--- src/rtl/instr_fetch_seq.sv ---
// Purpose: fetch/sequencing stage ahead of the MCU; owns the PC, fetches over req/ack, latches IR, computes next PC.
// Latency: 3 cycles per instruction (FETCH, DECODE, EXEC) with zero-wait ack; +1 per ack wait cycle or stall cycle.
// Backpressure: FETCH holds req/addr until imem_ack; EXEC holds (PC frozen) while stall is high; HALT exits only via rst.
module instr_fetch_seq #(
    parameter int                ADDR_W   = 8,
    parameter logic [ADDR_W-1:0] RESET_PC = '0
) (
    input  logic              clk,
    input  logic              rst,
    output logic              imem_req,
    output logic [ADDR_W-1:0] imem_addr,
    input  logic              imem_ack,
    input  logic [31:0]       imem_rdata,
    output logic [1:0]        opt_code,
    output logic [3:0]        func_code,
    output logic [4:0]        rd,
    output logic [4:0]        rs1,
    output logic [4:0]        rs2,
    output logic [15:0]       imm,
    output logic              instr_valid,
    output logic              exec_stb,
    input  logic              PC_input,
    input  logic [1:0]        assign_PC,
    input  logic              cmp_for_leap,
    input  logic              cmp_flag,
    input  logic [ADDR_W-1:0] reg_target,
    input  logic [ADDR_W-1:0] dm_target,
    input  logic              stall,
    output logic [ADDR_W-1:0] pc,
    output logic              halted
);

    typedef enum logic [1:0] {
        S_FETCH  = 2'd0,
        S_DECODE = 2'd1,
        S_EXEC   = 2'd2,
        S_HALT   = 2'd3
    } state_t;

    // All-ones opcode+func marks the halt instruction.
    localparam logic [5:0] HALT_OPC = 6'b111111;

    state_t            state_q, state_d;
    logic [ADDR_W-1:0] pc_q, pc_d;
    logic [31:0]       ir_q, ir_d;
    logic [ADDR_W-1:0] next_pc;

    // Next PC: sequential or one of four redirect sources; wraps mod 2^ADDR_W, always word aligned.
    always_comb begin
        logic        take;
        logic [31:0] rel_off;
        logic [31:0] imm_zx;
        logic [ADDR_W-1:0] raw;
        take    = PC_input & (~cmp_for_leap | cmp_flag);
        rel_off = {{14{ir_q[15]}}, ir_q[15:0], 2'b00};
        imm_zx  = {16'd0, ir_q[15:0]};
        raw     = pc_q + ADDR_W'(4);
        if (take) begin
            case (assign_PC)
                2'b00:   raw = pc_q + ADDR_W'(4) + rel_off[ADDR_W-1:0];
                2'b01:   raw = dm_target;
                2'b10:   raw = reg_target;
                default: raw = imm_zx[ADDR_W-1:0];
            endcase
        end
        next_pc = {raw[ADDR_W-1:2], 2'b00};
    end

    // Sequencer next-state: advance on ack, halt on the halt opcode, retire when EXEC is not stalled.
    always_comb begin
        state_d = state_q;
        pc_d    = pc_q;
        ir_d    = ir_q;
        case (state_q)
            S_FETCH: begin
                if (imem_ack) begin
                    ir_d    = imem_rdata;
                    state_d = S_DECODE;
                end
            end
            S_DECODE: begin
                state_d = (ir_q[31:26] == HALT_OPC) ? S_HALT : S_EXEC;
            end
            S_EXEC: begin
                if (!stall) begin
                    pc_d    = next_pc;
                    state_d = S_FETCH;
                end
            end
            default: state_d = S_HALT;
        endcase
    end

    // State, PC and IR registers; synchronous reset wins over any pending ack.
    always_ff @(posedge clk) begin
        if (rst) begin
            state_q <= S_FETCH;
            pc_q    <= RESET_PC;
            ir_q    <= '0;
        end else begin
            state_q <= state_d;
            pc_q    <= pc_d;
            ir_q    <= ir_d;
        end
    end

    // Moore outputs decoded from the registered state; handshake strobes are suppressed during reset.
    assign imem_req    = (state_q == S_FETCH)  & ~rst;
    assign instr_valid = (state_q == S_DECODE) & ~rst;
    assign exec_stb    = (state_q == S_EXEC)   & ~rst;
    assign halted      = (state_q == S_HALT);
    assign imem_addr   = pc_q;
    assign pc          = pc_q;

    // Instruction fields come straight from IR and therefore hold until the next ack.
    assign opt_code  = ir_q[31:30];
    assign func_code = ir_q[29:26];
    assign rd        = ir_q[25:21];
    assign rs1       = ir_q[20:16];
    assign rs2       = ir_q[15:11];
    assign imm       = ir_q[15:0];

endmodule

--- config.mk ---
export PLATFORM = sky130hd
export DESIGN_NAME = instr_fetch_seq
export DESIGN_NICKNAME = d
export VERILOG_FILES = /design/src/rtl/instr_fetch_seq.sv
export SDC_FILE = /design/constraint.sdc
export NUM_CORES = 1
export LEC_CHECK = 0
export ABC_AREA = 1
export CAP_MARGIN = 10
export CORE_MARGIN = 2
export CORE_UTILIZATION = 55
export DETAILED_ROUTE_END_ITERATION = 12
export DONT_BUFFER_PORTS = 1
export GPL_TIMING_DRIVEN = 0
export PLACE_DENSITY = 0.75
export SYNTH_ARGS = -nofsm -noshare
export SYNTH_HDL_FRONTEND = slang
export SYNTH_SLANG_ARGS = --single-unit
--- constraint.sdc ---
create_clock -name clk -period 2.3 [get_ports clk]
set_input_delay 0.23 -clock clk [delete_from_list [all_inputs] [get_ports clk]]
set_output_delay 0.23 -clock clk [all_outputs]
set_load 0.005 [all_outputs]
==> impl_metrics.tcl, run 1 <==
set metrics [dict create \
    finalHoldViolCount 0 \
    timing.critical_path.max_delay_family "simple AND/OR/NAND/NOR gates" \
    dpl_worst_slack_ns 0.115 \
    most_common_library_cell_in_the_layout_ignoring_fill_and_taps "sky130_fd_sc_hd__nor2_1" \
    worst_setup_path_start_kind "register" \
    dieWidth_um 66.4 \
    seqPwrFrac_pct 49.9 \
    wl_per_cell_um 13.5 \
    nets 374 \
    layout-drive-gt1-share_pct 16.7 \
    min_period_ns 2.09 \
    synthToLayoutAreaGrowth_pct 8.48 \
    slew_viol_final 0 \
    share_of_power_burned_in_the_clock_network_pct 33.4 \
    worst_setup_path_end_kind "register" \
    clk_path_buf_depth 2 \
    numPlacedInstances 351 \
    switching_power_total_mw 0.462 \
    cts_made_buffers 5 \
    min-delay-path-class "input pin to register" \
    run_status "finished clean" \
    path_buf_inv 1 \
    grt_max_degree 13 \
    mostFrequentLayoutCells "sky130_fd_sc_hd__nor2_1, sky130_fd_sc_hd__nand2_1, sky130_fd_sc_hd__dfxtp_1" \
    antenna_found_initial 0 \
    synth_seq_cells 40 \
    cts_htree_levels 2 \
    r2r_setup_slack_ns 0.21 \
    vdd_drop_max_mv 0.638 \
    clock-root-buffer "sky130_fd_sc_hd__clkbuf_8" \
    final_core_utilization_pct 62.9 \
    drv.max_cap_violation_count 0 \
    fp.coreArea_um2 3690 \
    crit_required_ns 2.49 \
    synth.avg_cell_area_um2 7.13 \
    fp-row-count 22 \
    n_antenna_cell 0 \
    critical_path.max_fanout 6 \
    synthesis.yosys.warnings 0 \
    grt_pass1_vias 1785 \
    initialDrtViolationCount 58 \
    route.detailed.drc 0 \
    timing.final.setup_violations 0 \
    internal_power_mw 1.19 \
    final.setup_skew_ns 0.00599 \
    comb_power_share_pct 16.7 \
    groute.usage.overall_pct 23.5 \
    crit_path_frequent_cell "sky130_fd_sc_hd__nand2_1" \
    drt_pre_antenna_iters 4 \
    clock_latency_ns 0.29 \
    grt_setup_unrepaired "no" \
    initial_core_util_pct 58.0 \
    drt-total-wl_um 4850 \
    postLayoutSetupSlackWorst_ns 0.213 \
    tritoncts "done" \
    die-height_um 66.4 \
    synthesis.area_um2 2140 \
    finalCritPeriodShare_pct 90.7 \
    floorplan.io_pins 114 \
    drtAntennaViolNets 0 \
    detailedPlacementHpwl_um 3860 \
    cpMaxStageDelayCell "sky130_fd_sc_hd__dfxtp_2" \
    clk_pin_slew_ns 0.07 \
    switching_share_pct 27.9 \
    placement.io_buffers 0 \
    grt_first_pass_wirelength_um 7800 \
    cts.sinks 40 \
    netlist-cell-type-count 35 \
    path_cells "ha_1 > nand3_1 > xnor2_1 > ha_1 > nand2_1 > inv_1 > nand2_1 > nand2_1 > nor2_4 > nand3_1 > nand3_1 > nand4_1 > nand2_1 > a21oi_2" \
    cts_post_setup_buffers_inserted 0 \
    via_per_inst 5.30 \
    die-area_um2 4400 \
    timing.critical_path.slowest_cell_delay_ns 0.40 \
    place_congestion 0.880 \
    total_leakage_power_nw 1.04 \
    yosysSeqAreaShare_pct 37.4 \
    timing.setup.tns_ns 0 \
    grt_overflow 0 \
    fmax_mhz 479 \
    cp.arrival_ns 2.28 \
    timing_worst_setup_path_type "register to register" \
    report.power.total_mw 1.65 \
    layout.cells.non_filler 359 \
    route.vias.total 1903 \
    powerDensity_nw_per_um2 713 \
    postSynthCellCount 300 \
]
-- flip-flops by register name (all words and copies together) (netlist names) --
name	count
ir_q	32
imem_addr	6
state_q	2
-- cell families after synthesis --
kind of cell / synth area share, %
and+or+nand+nor: 26.3
DFF: 37.4
buffers and inverters: 13.6
AOI/OAI and AO/OA: 16.8
other: 0.175
xor gates and xnor gates: 1.23
adders and majority gates: 4.44
-- path summary, 6_finish.rpt --
| kind | from | endpoint | cells after the start |
|---|---|---|---|
| min reg2reg | ir_q[27] | ir_q[27] | 2 |
| max | imem_addr[3] | imem_addr[7] | 14 |
| max reg2reg | imem_addr[3] | imem_addr[7] | 14 |
| min | imem_rdata[25] | ir_q[25] | 2 |
-- final cells by class --
class | count | area, um^2
fill | 371 | 1370
multi-input combinational | 209 | 1060
sequential | 40 | 803
buffer | 26 | 169
inverter | 28 | 123
clock buffer | 6 | 72.6
tap | 48 | 60.1
clock inverter | 2 | 35.0
-- power groups by stage --
stage | Combinational (mW) | Sequential (mW) | Clock, mW
final | 0.277 | 0.826 | 0.552
after global routing | 0.327 | 0.835 | 0.597
after CTS | 0.279 | 0.826 | 0.567
after detailed placement | 0.278 | 0.842 | 0
after global placement | 0.273 | 0.840 | 0
after floorplan | 0.231 | 0.822 | 0
-- repair_timing --
item                                    4_1_cts  5_1_grt
resized for setup                             0        2
hold buffers                                  0        0
endpoints found under the setup margin        0        2
-- per-stage QoR --
step / hold slack (ns) / area, um^2
CTS: 0.0803 / 2320
global placement: 0.381 / 2210
floorplan: 0.375 / 2150
global route: 0.0862 / 2320
detailed placement: 0.386 / 2210
finish: 0.0877 / 2320
-- synthesized netlist by cell type (all sizes together) --
master / instances / area share [%]
xor2: 1 / 0.41
o211ai: 1 / 0.35
xnor2: 2 / 0.82
o21bai: 2 / 0.88
inv: 27 / 5.3
or2: 2 / 0.70
fa: 1 / 0.94
o21ai: 39 / 9.1
a221oi: 1 / 0.41
nor3: 7 / 1.9
clkbuf: 4 / 0.70
clkinv: 1 / 0.41
nor2: 63 / 12
o2111ai: 3 / 1.2
nand3: 10 / 3.3
dfxtp: 40 / 37
a22o: 1 / 0.47
conb: 1 / 0.18
nand4: 3 / 0.88
a21oi: 18 / 4.4
ha: 6 / 3.5
nand2: 45 / 7.9
buf: 22 / 7.2
-- routing by layer --
layer / part of all wire (%) / GRT usage (%) / up-vias
met5: 0 / 0 / -
met4: 1.0 / 8.16 / 0
li1: - / - / 973
met3: 11 / 10.1 / 6
met1: 41 / 25.6 / 840
met2: 47 / 40.4 / 84
Note: power is estimated with default switching activity, not from simulation.
==> run 2: changes to the inputs <==
BUFFER_PORTS_ARGS = -buffer_cell sky130_fd_sc_hd__buf_2   (was default)
CORE_UTILIZATION = 45   (was 55)
DONT_BUFFER_PORTS = default   (was 1)
PLACE_DENSITY = 0.85   (was 0.75)
SLEW_MARGIN = 10   (was default)
==> impl_metrics.tcl, run 2 (synthesized netlist as in run 1, its figures left out) <==
set metrics [dict create \
    timing_worst_setup_path_type "register to register" \
    mostFrequentLayoutCells "sky130_fd_sc_hd__buf_2, sky130_fd_sc_hd__nor2_1, sky130_fd_sc_hd__nand2_1" \
    grt_first_pass_wirelength_um 8760 \
    drt-total-wl_um 5660 \
    r2r_setup_slack_ns 0.20 \
    route.detailed.drc 0 \
    via_per_inst 4.87 \
    layout-drive-gt1-share_pct 38.3 \
    finalHoldViolCount 0 \
    grt_overflow 0 \
    final_core_utilization_pct 61.1 \
    n_antenna_cell 0 \
    floorplan.io_pins 114 \
    tritoncts "done" \
    switching_share_pct 30.1 \
    worst_setup_path_start_kind "register" \
    critical_path.max_fanout 6 \
    clk_path_buf_depth 2 \
    initialDrtViolationCount 107 \
    internal_power_mw 1.19 \
    grt_max_degree 14 \
    worst_setup_path_end_kind "register" \
    clock-root-buffer "sky130_fd_sc_hd__clkbuf_8" \
    die-height_um 73.0 \
    vdd_drop_max_mv 0.517 \
    timing.final.setup_violations 0 \
    groute.usage.overall_pct 21.2 \
    initial_core_util_pct 45.9 \
    comb_power_share_pct 23.9 \
    antenna_found_initial 0 \
    nets 478 \
    final.setup_skew_ns 0.0101 \
    grt_pass1_vias 2055 \
    cts_made_buffers 5 \
    synthToLayoutAreaGrowth_pct 33.2 \
    largest_register_ffs 32 \
    dieWidth_um 73.0 \
    clock_latency_ns 0.29 \
    die-area_um2 5320 \
    postLayoutSetupSlackWorst_ns 0.202 \
    grt_setup_unrepaired "no" \
    cts.sinks 40 \
    drt_pre_antenna_iters 4 \
    fmax_mhz 477 \
    run_status "finished clean" \
    placement.io_buffers 104 \
    powerDensity_nw_per_um2 598 \
    fin_area_um2 2850 \
    timing.setup.tns_ns 0 \
    drv.max_cap_violation_count 0 \
    max_flop_register "ir_q" \
    clk_pin_slew_ns 0.07 \
    finalCritPeriodShare_pct 91.2 \
    most_common_library_cell_in_the_layout_ignoring_fill_and_taps "sky130_fd_sc_hd__buf_2" \
    place_congestion 0.869 \
    cts_htree_levels 2 \
    min_period_ns 2.10 \
    slew_viol_final 0 \
    drtAntennaViolNets 0 \
    filler_cell_count 434 \
    report.power.total_mw 1.70 \
    dpl_worst_slack_ns 0.119 \
    min-delay-path-class "input pin to register" \
    fp-row-count 25 \
    detailed_place.area_um2 2740 \
    fp.coreArea_um2 4660 \
    wl_per_cell_um 12.1 \
    switching_power_total_mw 0.513 \
    crit_required_ns 2.48 \
    total_leakage_power_nw 1.51 \
    share_of_power_burned_in_the_clock_network_pct 28.7 \
    detailedPlacementHpwl_um 4500 \
    cp.arrival_ns 2.28 \
    route.vias.total 2284 \
    seqPwrFrac_pct 47.4 \
]
==> run 2: cell count changes in the layout (fill, tap and decap cells not counted), sizes merged <==
cell	previous run	this run
buf	22	126
clkinvlp	0	2
bufinv	1	0
clkinv	2	1
==> run 2: final cells by class <==
cell class / instances / area [um^2] / share of cell area, %
multi-input cells: 209 / 1070 / 37.5
flip-flops and latches: 40 / 803 / 28.2
repair buffers: 104 / 520 / 18.3
plain buffers: 26 / 169 / 5.93
inverters: 28 / 123 / 4.30
clock buffers: 6 / 82.6 / 2.90
well taps: 54 / 67.6 / 2.37
clock inverters: 2 / 15.0 / 0.527
==> run 2: worst max-delay path: stages (launching register included) <==
cell	delay (ns)
sky130_fd_sc_hd__dfxtp_2	0.38
sky130_fd_sc_hd__ha_2	0.21
sky130_fd_sc_hd__xor2_1	0.27
sky130_fd_sc_hd__ha_1	0.33
sky130_fd_sc_hd__nand2_1	0.07
sky130_fd_sc_hd__nand2_1	0.08
sky130_fd_sc_hd__nor3_1	0.25
sky130_fd_sc_hd__o2111ai_1	0.19
sky130_fd_sc_hd__a21oi_1	0.17
sky130_fd_sc_hd__nor2_1	0.05
==> run 2: metrics by stage <==
stage,cells,hold WS [ns]
after floorplan,303,0.375
after global placement,461,0.432
after detailed placement,461,0.433
after CTS,469,0.122
after global routing,469,0.129
final,469,0.134
==> run 2: what timing repair did <==
action                     4_1_cts  5_1_grt
buffers inserted                 0        0
setup endpoints to repair        0        2
hold buffers                     0        0
gates resized for setup          0        4
==> run 2: worst paths after layout <==
kind	startpoint	to	depth (start not counted)
worst min register to register	ir_q[30]	ir_q[30]	2
worst min-delay path	rst	imem_addr[7]	2
worst max register to register	imem_addr[3]	imem_addr[5]	9
worst max-delay path	imem_addr[3]	imem_addr[5]	9
==> run 2: metal layers <==
layer  vias to the layer above  track usage, %  wire (um)
met5                         -               0          0
met4                         0            8.64         74
met3                         8            7.32        549
met2                       113            35.8       2650
met1                       981            24.4       2390
li1                       1182               -          -
==> run 2: power groups by stage <==
stage / Combinational, mW / Sequential [mW] / Clock, mW
5_1_grt: 0.462 / 0.817 / 0.527
4_1_cts: 0.409 / 0.807 / 0.505
3_5_place_dp: 0.407 / 0.822 / 0
3_3_place_gp: 0.398 / 0.820 / 0
2_1_floorplan: 0.231 / 0.822 / 0
6_report: 0.407 / 0.808 / 0.489
